**src/rtl/cpu_pkg.sv**
```systemverilog
// Shared types and default sizing for the instruction fetch front end.
package cpu_pkg;

  // Memory-side request tracking for the fetch unit.
  typedef enum logic [1:0] {
    IDLE    = 2'd0,
    WAIT    = 2'd1,
    DISCARD = 2'd2
  } fetch_state_t;

  localparam int          FETCH_DEPTH    = 4;
  localparam int          FETCH_IW       = 30;
  localparam int          FETCH_AW       = 32;
  localparam logic [31:0] FETCH_RESET_PC = 32'h0000_0000;

endpackage

```
**src/rtl/fetch_queue.sv**
```systemverilog
// Prefetch FIFO between instruction memory and decode. Each entry holds an
// instruction and the PC+4 that belongs to it. Storage is not reset; only the
// pointers and occupancy count are.
module fetch_queue
  import cpu_pkg::*;
#(
  parameter int  DEPTH = FETCH_DEPTH,
  parameter int  IW    = FETCH_IW,
  parameter int  AW    = FETCH_AW,
  localparam int PTR_W = $clog2(DEPTH),
  localparam int CNT_W = PTR_W + 1
) (
  input  logic             clk,
  input  logic             reset,
  input  logic             enq,
  input  logic [IW-1:0]    enq_instr,
  input  logic [AW-1:0]    enq_pc,
  input  logic             deq,
  input  logic             flush,
  output logic [IW-1:0]    head_instr,
  output logic [AW-1:0]    head_pc,
  output logic             full,
  output logic             empty,
  output logic [CNT_W-1:0] count
);

  localparam logic [CNT_W-1:0] DEPTH_C = CNT_W'(DEPTH);

  logic [IW+AW-1:0] mem [DEPTH];
  logic [PTR_W-1:0] wr_ptr;
  logic [PTR_W-1:0] rd_ptr;
  logic             do_enq;
  logic             do_deq;

  assign full  = (count == DEPTH_C);
  assign empty = (count == '0);

  // A flush wins over any same-cycle push or pop; a push into a full queue
  // is only accepted when the head leaves in the same cycle.
  assign do_enq = enq && (!full || deq) && !flush;
  assign do_deq = deq && !empty && !flush;

  assign {head_instr, head_pc} = mem[rd_ptr];

  // Entry storage: written on accepted pushes only.
  always_ff @(posedge clk) begin
    if (do_enq) begin
      mem[wr_ptr] <= {enq_instr, enq_pc};
    end
  end

  // Pointers and occupancy; power-of-two depth lets pointers wrap naturally.
  always_ff @(posedge clk) begin
    if (!reset) begin
      wr_ptr <= '0;
      rd_ptr <= '0;
      count  <= '0;
    end else if (flush) begin
      wr_ptr <= '0;
      rd_ptr <= '0;
      count  <= '0;
    end else begin
      if (do_enq) begin
        wr_ptr <= wr_ptr + PTR_W'(1);
      end
      if (do_deq) begin
        rd_ptr <= rd_ptr + PTR_W'(1);
      end
      case ({do_enq, do_deq})
        2'b10:   count <= count + CNT_W'(1);
        2'b01:   count <= count - CNT_W'(1);
        default: count <= count;
      endcase
    end
  end

endmodule

```
**src/rtl/fetch_unit.sv**
```systemverilog
// Instruction fetch unit: keeps the fetch PC, issues at most one memory
// request at a time, and buffers returned instructions for decode. Redirects
// from execute or writeback flush the buffer and mark any in-flight response
// as stale so it is dropped on arrival.
module fetch_unit
  import cpu_pkg::*;
#(
  parameter int          DEPTH    = FETCH_DEPTH,
  parameter int          IW       = FETCH_IW,
  parameter int          AW       = FETCH_AW,
  parameter logic [AW-1:0] RESET_PC = AW'(FETCH_RESET_PC)
) (
  input  logic          clk,
  input  logic          reset,
  output logic          imem_req,
  output logic [AW-1:0] imem_addr,
  input  logic          imem_ack,
  input  logic [IW-1:0] imem_rdata,
  input  logic          PCWrPendingF,
  input  logic          BranchTakenE,
  input  logic [AW-1:0] BranchTargetE,
  input  logic          PCSrcW,
  input  logic [AW-1:0] PCResultW,
  input  logic          StallD,
  output logic [IW-1:0] InstrD,
  output logic [AW-1:0] PCPlus4D,
  output logic          InstrValidD
);

  localparam int               CNT_W   = $clog2(DEPTH) + 1;
  localparam logic [CNT_W-1:0] DEPTH_C = CNT_W'(DEPTH);

  fetch_state_t     state;
  fetch_state_t     next_state;
  logic [AW-1:0]    pc;
  logic             redirect;
  logic [AW-1:0]    redirect_target;
  logic             issue;
  logic             enq;
  logic             deq;

  logic [IW-1:0]    q_head_instr;
  logic [AW-1:0]    q_head_pc;
  logic             q_full;
  logic             q_empty;
  logic [CNT_W-1:0] q_count;

  // Writeback redirects are older than execute redirects, so they win.
  assign redirect        = PCSrcW | BranchTakenE;
  assign redirect_target = PCSrcW ? PCResultW : BranchTargetE;

  // Requests are held off during reset so the first one appears exactly in
  // the first cycle reset is released.
  assign issue = reset && (state == IDLE) && (q_count < DEPTH_C) &&
                 !PCWrPendingF && !redirect;

  // State register.
  always_ff @(posedge clk) begin
    if (!reset) begin
      state <= IDLE;
    end else begin
      state <= next_state;
    end
  end

  // Next-state logic: a redirect while waiting turns the pending response stale.
  always_comb begin
    next_state = state;
    case (state)
      IDLE: begin
        if (issue) begin
          next_state = WAIT;
        end
      end
      WAIT: begin
        if (imem_ack) begin
          next_state = IDLE;
        end else if (redirect) begin
          next_state = DISCARD;
        end
      end
      DISCARD: begin
        if (imem_ack) begin
          next_state = IDLE;
        end
      end
      default: next_state = IDLE;
    endcase
  end

  // Output decode: request strobe, fresh-response capture and decode consumption.
  always_comb begin
    imem_req  = issue;
    imem_addr = pc;
    enq       = (state == WAIT) && imem_ack && !redirect;
    deq       = !q_empty && !StallD;
  end

  // Fetch PC: redirect target, or advance past the address just requested.
  always_ff @(posedge clk) begin
    if (!reset) begin
      pc <= RESET_PC;
    end else if (redirect) begin
      pc <= redirect_target;
    end else if (issue) begin
      pc <= pc + AW'(4);
    end
  end

  // By the time a response returns, pc already holds request address + 4,
  // which is exactly the PC+4 decode wants alongside the instruction.
  fetch_queue #(
    .DEPTH (DEPTH),
    .IW    (IW),
    .AW    (AW)
  ) u_queue (
    .clk        (clk),
    .reset      (reset),
    .enq        (enq),
    .enq_instr  (imem_rdata),
    .enq_pc     (pc),
    .deq        (deq),
    .flush      (redirect),
    .head_instr (q_head_instr),
    .head_pc    (q_head_pc),
    .full       (q_full),
    .empty      (q_empty),
    .count      (q_count)
  );

  assign InstrValidD = !q_empty;
  assign InstrD      = q_empty ? '0 : q_head_instr;
  assign PCPlus4D    = q_empty ? '0 : q_head_pc;

endmodule

```
**config.mk**
```make
export PLATFORM = sky130hd
export DESIGN_NAME = fetch_unit
export DESIGN_NICKNAME = d
export VERILOG_FILES = /design/src/rtl/cpu_pkg.sv /design/src/rtl/fetch_queue.sv /design/src/rtl/fetch_unit.sv
export SDC_FILE = /design/constraint.sdc
export NUM_CORES = 1
export LEC_CHECK = 0
export BUFFER_PORTS_ARGS = -buffer_cell sky130_fd_sc_hd__buf_2
export CORE_ASPECT_RATIO = 0.75
export CORE_MARGIN = 3
export CORE_UTILIZATION = 55
export CTS_CLUSTER_DIAMETER = 100
export DETAILED_ROUTE_END_ITERATION = 16
export MAX_ROUTING_LAYER = met4
export PLACE_DENSITY = 0.78
export SETUP_SLACK_MARGIN = 0.4
export SLEW_MARGIN = 10
export SYNTH_ARGS = -nofsm -noshare
export SYNTH_HDL_FRONTEND = slang
export SYNTH_SLANG_ARGS = --single-unit
```
**constraint.sdc**
```tcl
create_clock -name clk -period 7.17 [get_ports clk]
set_input_delay 0.717 -clock clk [delete_from_list [all_inputs] [get_ports clk]]
set_output_delay 0.717 -clock clk [all_outputs]
set_load 0.05 [all_outputs]
```
==> reports/results.txt, run 1 <==
Leak = 4.89 nW
CTS Buf Count = 27
Yosys cell types = 54
worst setup path endpoint = PCPlus4D[27]
Sink Count = 291
area of the die = 23400 sq um
clk slew on worst S/H paths = 0.07 ns
Post-Syn Area per Cell = 16.9 sq um
initial antenna violation count = 3
Routed Antenna Nets = 0
Clock Path Buffers = 3
GRT Resource Usage Total = 23.6%
HPWL after DPL = 16300 um
largest net degree at the start of global routing = 64
f_max = 0.270 GHz
PD cells = 253 nW/um^2
Placer Congestion = 0.873
Nets = 1003
Place WS = 3.92 ns
hold crit path type = primary input to register
drt first pass iters = 5
vias in the first global route = 7023
share of cells above drive strength 1 = 35.5%
main area contributors after synthesis = edfxtp_1, mux4_2, dfxtp_1
via count = 7062
post-synthesis sequential area ratio = 69.8%
setup_tns = 0 ns
placed cells = 1148
RSZ-0062 raised after global routing = no
CTS H-Tree Depth = 1
drc violations = 0
RR Startpoint = state[0]
first-pass GRT wire length = 41300 um
post-DR wirelength/cell = 22.2 um
IO buf count = 196
CTS Hold Bufs = 0
Critical Path RT = 6.45 ns
Fin. Hold Viols = 0
P&R area growth vs syn = 18.2%
Yosys Warn Count = 0
smallest setup slack after layout = 3.47 ns
Async SR Flop Fraction = 0%
Layout Skew = 0.0133 ns
Worst Tran Pin Value = 0.999 ns
post-route insts no fill = 1200
Remaining Overflow, GRT = 0
FILL cells = 1448
Tcrit/Tclk final = 51.7%
core footprint = 20700 sq um
Die W = 176 um
Hold WS = 0.375 ns
Iter 0 DRT Violations = 677
Post-synth top cells = edfxtp_1, nor2b_1, mux4_2
Primary FF master, synth = edfxtp_1
min Tclk post-route = 3.70 ns
Initial Util = 57.4%
most common cell in the netlist = edfxtp_1
I/O pin count = 197
number of synthesized flops with an enable pin = 248
R2R depth = 4
Final setup viols = 0
vias per inst = 5.89
Worst Setup Start Kind = register
critical path type = register to primary output
worst vdd ir = 0.000219 V
Yosys top cell area share = 62.6%
r2r setup slk = 4.56 ns
synthesized cell area = 11900 sq um
max cap viols = 0
worst-path maximum fanout = 39
Clock Latency Late Sink = 0.53 ns
syn nets = 813
post_cts resized = 0
fin. max-slew vios = 0
Site Rows = 45
area leader, netlist = edfxtp_1
reg-to-reg endpoint = u_queue.mem[2][46]
root buffer cell = clkbuf_16
outcome = completed
relative max-transition margin = 33.4%
Yosys reg bits = 291
crit end category = primary output
Critical Path AT = 2.99 ns
cell count after synthesis = 705
Setup Fix Bufs, Post-CTS = 0
CTS tree = built
Vert. Die Dim = 133 um
drt total wl = 26700 um
-- layout make-up --
cell class	instances	area, sq um	share of cell area [%]
multi-input combinational	360	3380	24.1
antenna	3	7.51	0.0534
clock buffer	29	703	5.00
inverter	16	60.1	0.427
sequential	291	8320	59.1
timing repair buffer	199	1000	7.14
tap	282	353	2.51
clock inverter	20	233	1.66
-- power breakdown --
part / leakage (nW) / total [W] / switching, W / internal (W)
logic: 1.81 / 0.000169 / 0.000115 / 0.0000540
registers: 2.61 / 0.00189 / 0.0000370 / 0.00185
clock network: 0.469 / 0.00150 / 0.000608 / 0.000889
-- through the flow --
stage	area, sq um	utilization, %	total power [W]
finish	14100	67.9	0.00356
global route	14100	67.9	0.00365
CTS	14100	67.8	0.00358
detailed placement	13100	63.3	0.00209
global placement	13100	63.3	0.00209
floorplan	11900	-	0.00201
-- routing by layer --
metal	routed length (um)	up-vias	global-route usage, %
met3	2480	39	4.90
met5	0	-	-
met2	12400	357	36.3
met1	11300	3482	33.1
li1	-	3184	-
met4	554	0	5.32
-- worst max-delay path, cell delays in order, from the launching register on --
cell and delay [ns]:
dfxtp_4 0.68, buf_4 0.70, mux4_2 0.59, nor2b_1 0.16, buf_2 0.26
-- placed cells by master, fill, tap and decap left out, types with 14 or more instances in the layout --
cell       instances
edfxtp_1         248
buf_2            196
nor2b_1           65
mux4_2            62
dfxtp_1           41
clkbuf_16         27
a21oi_1           22
nor2_1            21
nand4_1           17
inv_1             15
nand3_1           15
nand2_1           15
xor2_1            14
-- flip-flops by register name, summed over array words and instances, names as in the netlist, named ones only --
signal	count
imem_addr	32
state	2
u_queue.count	3
u_queue.mem	248
u_queue.rd_ptr	2
u_queue.wr_ptr	2
-- worst min-delay path by stage --
| stage | start | endpoint | slack (ns) | cells past startpoint |
|---|---|---|---|---|
| 2_1_floorplan | u_queue.count[1] | u_queue.count[1] | 0.48 | 2 |
| 3_3_place_gp | u_queue.rd_ptr[1] | register | 0.52 | 2 |
| 3_5_place_dp | imem_addr[1] | u_queue.mem[3][1] | 0.53 | 0 |
| 4_1_cts | imem_ack | state[1] | 0.37 | 2 |
| 5_1_grt | imem_ack | state[1] | 0.38 | 2 |
| 6_report | imem_ack | state[1] | 0.37 | 2 |
-- cell families (layout without fill, tap and decap cells) --
kind of cell / count (synthesis) / count (layout) / share of synthesized area (%)
flops: 291 / 291 / 69.8
simple gates: 177 / 177 / 8.72
compound gates: 84 / 84 / 4.80
mux: 68 / 68 / 12.2
buf+inv: 54 / 264 / 1.84
xor+xnor: 24 / 24 / 1.77
fa+ha+maj: 7 / 7 / 0.799
other cells: 0 / 3 / 0
(Power assumes the default switching activity.)
==> run 2, diff against run 1 <==
Settings changed: CORE_UTILIZATION 55 to 51, PLACE_DENSITY 0.78 to 0.76.
Clock period 7.17 ns to 3.1 ns, I/O delays scaled along.
==> run 2 against run 1 <==
  * Final cell count up 5.1%
  * Sequential power up 130%
  * Clock skew up 0.0064 ns
  * Critical path type unchanged
==> reports/results.txt, run 2 (same netlist as run 1, synthesis figures left out) <==
via count = 7303 (+3.4%)
Clock Path Buffers = 3 (unchanged)
IO buf count = 196 (unchanged)
Final Cell Area = 14400 sq um (+2.7%)
most frequent cells in the layout = edfxtp_1, buf_2, nor2b_1, mux4_2, dfxtp_1
Crit path depth = 4 (unchanged)
critical path type = register to primary output
post-DR wirelength/cell = 21.6 um (-2.8%)
clk slew on worst S/H paths = 0.06 ns (about the same)
Vert. Die Dim = 138 um (+3.7%)
drt total wl = 27300 um (+2.2%)
GRT Resource Usage Total = 21.8% (-1.8 points)
I/O pin count = 197 (unchanged)
CTS Buf Count = 28 (+3.7%)
CP delay by family, top = multiplexers
P&R area growth vs syn = 21.4%
Worst path slowest cell = mux4_2
Fin. Hold Viols = 0 (unchanged)
min Tclk post-route = 2.48 ns
Final setup viols = 0 (unchanged)
setup_tns = 0 ns (unchanged)
reg-to-reg endpoint = imem_addr[30]
Clock Latency Late Sink = 0.53 ns (about the same)
FILL cells = 1625 (+12%)
area of the die = 25200 sq um (+7.5%)
area of placed instances = 13300 sq um (+1.7%)
initial antenna violation count = 2 (-1)
Leak = 5.07 nW (+3.7%)
Worst Setup Start Kind = register
worst setup path endpoint = PCPlus4D[18]
fin. max-slew vios = 0 (unchanged)
worst-path maximum fanout = 26 (-33%)
Sink Count = 291 (unchanged)
worst vdd ir = 0.000535 V (+140%)
first-pass GRT wire length = 42100 um (+2.1%)
r2r setup slk = 0.81 ns (-3.75 ns)
drc violations = 0 (unchanged)
RSZ-0062 raised after global routing = no
vias per inst = 5.79 (-1.6%)
relative max-transition margin = 49.2% (+16 points)
Iter 0 DRT Violations = 539 (-20%)
core footprint = 22500 sq um (+8.4%)
Site Rows = 47 (+4.4%)
drt first pass iters = 5 (unchanged)
PD cells = 544 nW/um^2 (+110%)
Placer Congestion = 0.852 (-2.4%)
Initial Util = 53.0% (-4.5 points)
CTS tree = built
Worst Tran Pin Value = 0.760 ns (-0.238 ns)
HPWL after DPL = 17500 um (+7.3%)
worst path bufs/invs = 2 (unchanged)
worst path cell trace = buf_12 -> mux4_2 -> nor2b_1 -> buf_2
root buffer cell = clkbuf_16
Tcrit/Tclk final = 79.9%
Remaining Overflow, GRT = 0 (unchanged)
vias in the first global route = 7367 (+4.9%)
most common cell after layout, fill and taps aside = edfxtp_1
outcome = completed
Critical Path RT = 2.79 ns (-3.66 ns)
Layout Skew = 0.0197 ns (+0.00644 ns)
Worst path max stage delay = 0.52 ns (-0.18 ns)
CTS H-Tree Depth = 1 (unchanged)
Critical Path AT = 2.17 ns (-0.82 ns)
largest net degree at the start of global routing = 64 (unchanged)
max cap viols = 0 (unchanged)
max reg flops = 248 (unchanged)
f_max = 0.404 GHz
share of cells above drive strength 1 = 35.5% (about the same)
RR Startpoint = imem_addr[7]
Routed Antenna Nets = 0 (unchanged)
crit end category = primary output
hold crit path type = primary input to register
Die W = 182 um (+3.7%)
Biggest register = u_queue.mem
R2R depth = 5 (+1)
Nets = 1052 (+4.9%)
-- run 2: cell count changes in the layout (fill, tap and decap cells not counted), moves of 2 or more --
cell | before | now
buf_4 | 3 | 24
dlygate4sd3_1 | 0 | 21
clkinv_1 | 3 | 12
bufinv_16 | 5 | 0
clkinv_2 | 10 | 5
buf_12 | 0 | 4
clkbuf_1 | 0 | 2
clkbuf_16 | 27 | 29
clkbuf_8 | 2 | 0
-- run 2: cell type report --
cell class              instances  area, sq um  area share [%]
flip-flops and latches        291         8320            57.6
diodes                          2         5.00          0.0347
clock buffers                  31          733            5.08
repair buffers                247         1480            10.2
multi-input cells             360         3380            23.4
well taps                     294          368            2.55
clock inverters                20         96.3           0.667
inverters                      16         60.1           0.416
-- run 2: metal layers --
layer  up-vias  global-route usage, %  wire length (um)
met5         -                      -                 0
met4         0                   3.65               404
met3        37                   3.78              2030
met2       301                   32.9             12800
met1      3675                   32.2             12100
li1       3290                      -                 -
-- run 2: how the worst min path moves through the flow --
stage	startpoint	slack, ns	to	depth (start not counted)
after floorplan	imem_ack	0.39	state[1]	1
after global placement	u_queue.rd_ptr[1]	0.51	register	2
after detailed placement	u_queue.rd_ptr[1]	0.51	register	2
after CTS	imem_rdata[1]	0.0006	u_queue.mem[0][33]	1
after global routing	imem_rdata[0]	0.007	u_queue.mem[3][32]	1
final	imem_rdata[1]	0.02	u_queue.mem[0][33]	1
-- run 2: per-stage QoR --
step	hold WS (ns)	worst slack, ns	utilization, %	power, W	cells
floorplan	0.389	0.596	-	0.00466	705
global placement	0.507	0.614	59.4	0.00483	1182
detailed placement	0.510	0.563	59.4	0.00484	1182
finish	0.0206	0.623	64.3	0.00785	1261
global route	0.00679	0.503	64.3	0.00811	1261
CTS	0.000564	0.420	64.1	0.00791	1255
-- run 2: power by group --
group / switching, W / internal (W)
registers: 0.0000860 / 0.00428
clock network: 0.00137 / 0.00169
logic: 0.000265 / 0.000147
total: 0.00172 / 0.00612
-- run 2: what timing repair did --
action                                 in CTS  in global routing
setup endpoints to repair                  44                 41
endpoints found under the hold margin      80                  0
buffers inserted                            1                  4
pin swaps                                   0                  0
gates resized for setup                     0                  1
hold buffers                               21                  0
-- run 2: worst register-to-register path, cell delays in order, from the launching register on --
cell       delay [ns]
dfxtp_1          0.58
nand4_1          0.31
nor3_2           0.59
nand4_1          0.19
xnor2_1          0.18
a2111oi_2        0.33
==> run 3, diff against run 2 <==
Settings changed: ABC_AREA set to 1.
Clock period 3.1 ns to 2.15 ns, I/O delays scaled along.
==> run 3 against run 2 <==
  * The flow now finishes with violations (negative setup slack)
  * Sequential power is 45% higher
  * Core utilization is 9.9 points higher
  * First-iteration DRC count grew to 2.6 times the previous value
  * Critical path type unchanged
==> reports/results.txt, run 3 <==
outcome = finished with violations
failing checks = negative setup slack
core footprint = 24200 sq um (+7.5%)
Yosys reg bits = 291 (unchanged)
worst vdd ir = 0.000525 V (-1.9%)
Worst Setup Start Kind = register
Sink Count = 291 (unchanged)
share of cells above drive strength 1 = 33.5% (-2.0 points)
FILL cells = 1597 (-1.7%)
Multi-input gate area = 4310 sq um (+27%)
syn nets = 1347 (+66%)
Remaining Overflow, GRT = 0 (unchanged)
Worst Tran Pin Value = 0.436 ns (-0.324 ns)
crit end category = primary output
CTS tree = built
drt first pass iters = 5 (unchanged)
Place WS = 0.262 ns (-0.301 ns)
GRT Resource Usage Total = 27.0% (+5.3 points)
Register Area = 8340 sq um (+0.29%)
Tcrit/Tclk final = 103%
Leak = 6.70 nW (+32%)
drc violations = 0 (unchanged)
Worst path slowest cell = dfxtp_4
drt total wl = 40600 um (+49%)
CTS H-Tree Depth = 1 (unchanged)
PD cells = 650 nW/um^2 (+20%)
Async SR Flop Fraction = 0% (unchanged)
critical path type = register to primary output
main area contributors after synthesis = edfxtp_1, nor2_1, dfxtp_1
Final setup viols = 6 (+6)
worst-path maximum fanout = 8 (-69%)
Site Rows = 49 (+4.3%)
Yosys Warn Count = 0 (unchanged)
cell count after synthesis = 1239 (+76%)
P&R area growth vs syn = 42.2%
max reg flops = 248 (unchanged)
synthesized cell area = 12600 sq um (+5.9%)
root buffer cell = clkbuf_16
vias in the first global route = 9925 (+35%)
post-DR wirelength/cell = 21.3 um (-1.3%)
Fin. Hold Viols = 0 (unchanged)
Critical Path RT = 1.93 ns (-0.86 ns)
Critical Path AT = 2.00 ns (-0.17 ns)
post-synthesis sequential area ratio = 66.0% (-3.9 points)
post-route insts no fill = 1903 (+51%)
RSZ-0062 raised after global routing = yes
placed cells = 1730 (+46%)
Routed Antenna Nets = 0 (unchanged)
area leader, netlist = edfxtp_1
Clock Latency Late Sink = 0.55 ns (+0.02 ns)
f_max = 0.452 GHz
via count = 10800 (+48%)
Vert. Die Dim = 142 um (+2.8%)
fin. max-slew vios = 0 (unchanged)
largest net degree at the start of global routing = 63 (-1.6%)
Initial Util = 52.1% (-0.81 points)
max cap viols = 0 (unchanged)
relative max-transition margin = 70.9% (+22 points)
Nets = 1658 (+58%)
I/O pin count = 197 (unchanged)
first-pass GRT wire length = 54700 um (+30%)
Clock Path Buffers = 3 (unchanged)
Post-Syn Area per Cell = 10.2 sq um (-40%)
IO buf count = 196 (unchanged)
Placer Congestion = 0.888 (+4.2%)
HPWL after DPL = 19000 um (+8.4%)
CTS Buf Count = 28 (unchanged)
vias per inst = 5.67 (-2.1%)
Primary FF master, synth = edfxtp_1
Yosys cell types = 36 (-33%)
hold crit path type = primary input to register
Die W = 187 um (+2.8%)
area of the die = 26600 sq um (+5.7%)
Biggest register = u_queue.mem
smallest setup slack after layout = -0.0623 ns (-0.686 ns)
Post-synth top cells = nor2_1, edfxtp_1, o21ai_0
Yosys top cell area share = 59.1% (-3.5 points)
most frequent cells in the layout = nor2_1, edfxtp_1, nand2_1, buf_2, o21ai_1
Hold WS = 0.0405 ns (+0.0199 ns)
clk slew on worst S/H paths = 0.06 ns (about the same)
most common cell in the netlist = nor2_1
Worst path max stage delay = 0.38 ns (-0.14 ns)
Layout Skew = 0.0204 ns (+0.000719 ns)
min Tclk post-route = 2.21 ns
worst path cell trace = buf_6 -> buf_12 -> buf_16 -> nor2_1 -> nor2_1 -> o21ai_1 -> a21oi_2 -> buf_6
number of synthesized flops with an enable pin = 248 (unchanged)
initial antenna violation count = 1 (-1)
Iter 0 DRT Violations = 1386 (+160%)
most common cell after layout, fill and taps aside = nor2_1
## run 3: changes by cell type in the layout (fill, tap and decap cells not counted), sizes merged, moves of 14 or more
cell,previous run,this run
a21oi,22,93
inv,15,49
nor2b,65,0
mux4,62,0
nand3,15,62
clkbuf,31,55
nor2,22,325
dlygate4sd3,21,41
nand2,16,146
nor3,16,2
o21ai,9,164
buf,226,287
## run 3: final cells by class
class                   instances  area share [%]
repair buffers                348            21.1
flip-flops and latches        291            46.5
multi-input cells             830            24.1
inverters                      51            1.27
clock inverters                16           0.482
well taps                     331            2.31
clock buffers                  35            4.17
diodes                          1          0.0140
## run 3: report_power, final
group / switching, W / internal [W] / total (W)
registers: 0.000125 / 0.00619 / 0.00632
logic: 0.000508 / 0.000272 / 0.000781
clock network: 0.00208 / 0.00246 / 0.00454
## run 3: final timing paths
kind / to / slack, ns / startpoint / depth (start not counted)
worst max-delay path: InstrD[24] / -0.06 / register / 8
worst min-delay path: imem_addr[18] / 0.04 / PCResultW[18] / 5
worst max register to register: u_queue.count[2] / 0.22 / u_queue.count[1] / 12
worst min register to register: register / 0.47 / u_queue.rd_ptr[1] / 2
## run 3: worst max-delay path: cells and delay by family, from the launching register on
family,cells,cell delay [ns]
buffers and inverters,4,0.56
DFF,1,0.38
AOI/OAI and AO/OA,2,0.33
and+or+nand+nor,2,0.19
## run 3: kinds of logic after synthesis
| kind of cell | count (synthesis) | synth area share [%] |
|---|---|---|
| buffers and inverters | 118 | 4.00 |
| DFF | 291 | 66.0 |
| and+or+nand+nor | 547 | 18.0 |
| AOI/OAI and AO/OA | 273 | 11.1 |
| adders and majority gates | 7 | 0.755 |
| xor gates and xnor gates | 3 | 0.209 |
## run 3: per-stage QoR
step                power (W)  utilization, %   TNS [ns]  cell area, sq um
finish                 0.0116            74.2     -0.236             17900
global route           0.0120            74.2      -1.27             17900
CTS                    0.0116            69.2  -0.000579             16700
detailed placement    0.00713            59.2          0             14300
global placement      0.00711            59.2          0             14300
floorplan             0.00682               -     -64.84             12900
## run 3: repair_timing
| item | CTS | global route |
|---|---|---|
| resized for setup | 221 | 206 |
| hold buffers | 41 | 0 |
| hold endpoints to repair | 128 | 0 |
| endpoints found under the setup margin | 146 | 320 |
| pin swaps | 19 | 64 |
| gates cloned | 18 | 26 |
| setup buffers | 17 | 19 |
## run 3: metal layers
| layer | share of wire (%) | routed length [um] | track usage [%] |
|---|---|---|---|
| met1 | 40 | 16400 | 36.3 |
| met2 | 48 | 19600 | 44.1 |
| met3 | 8.7 | 3540 | 4.19 |
| met4 | 2.6 | 1060 | 6.47 |
| met5 | 0 | 0 | - |
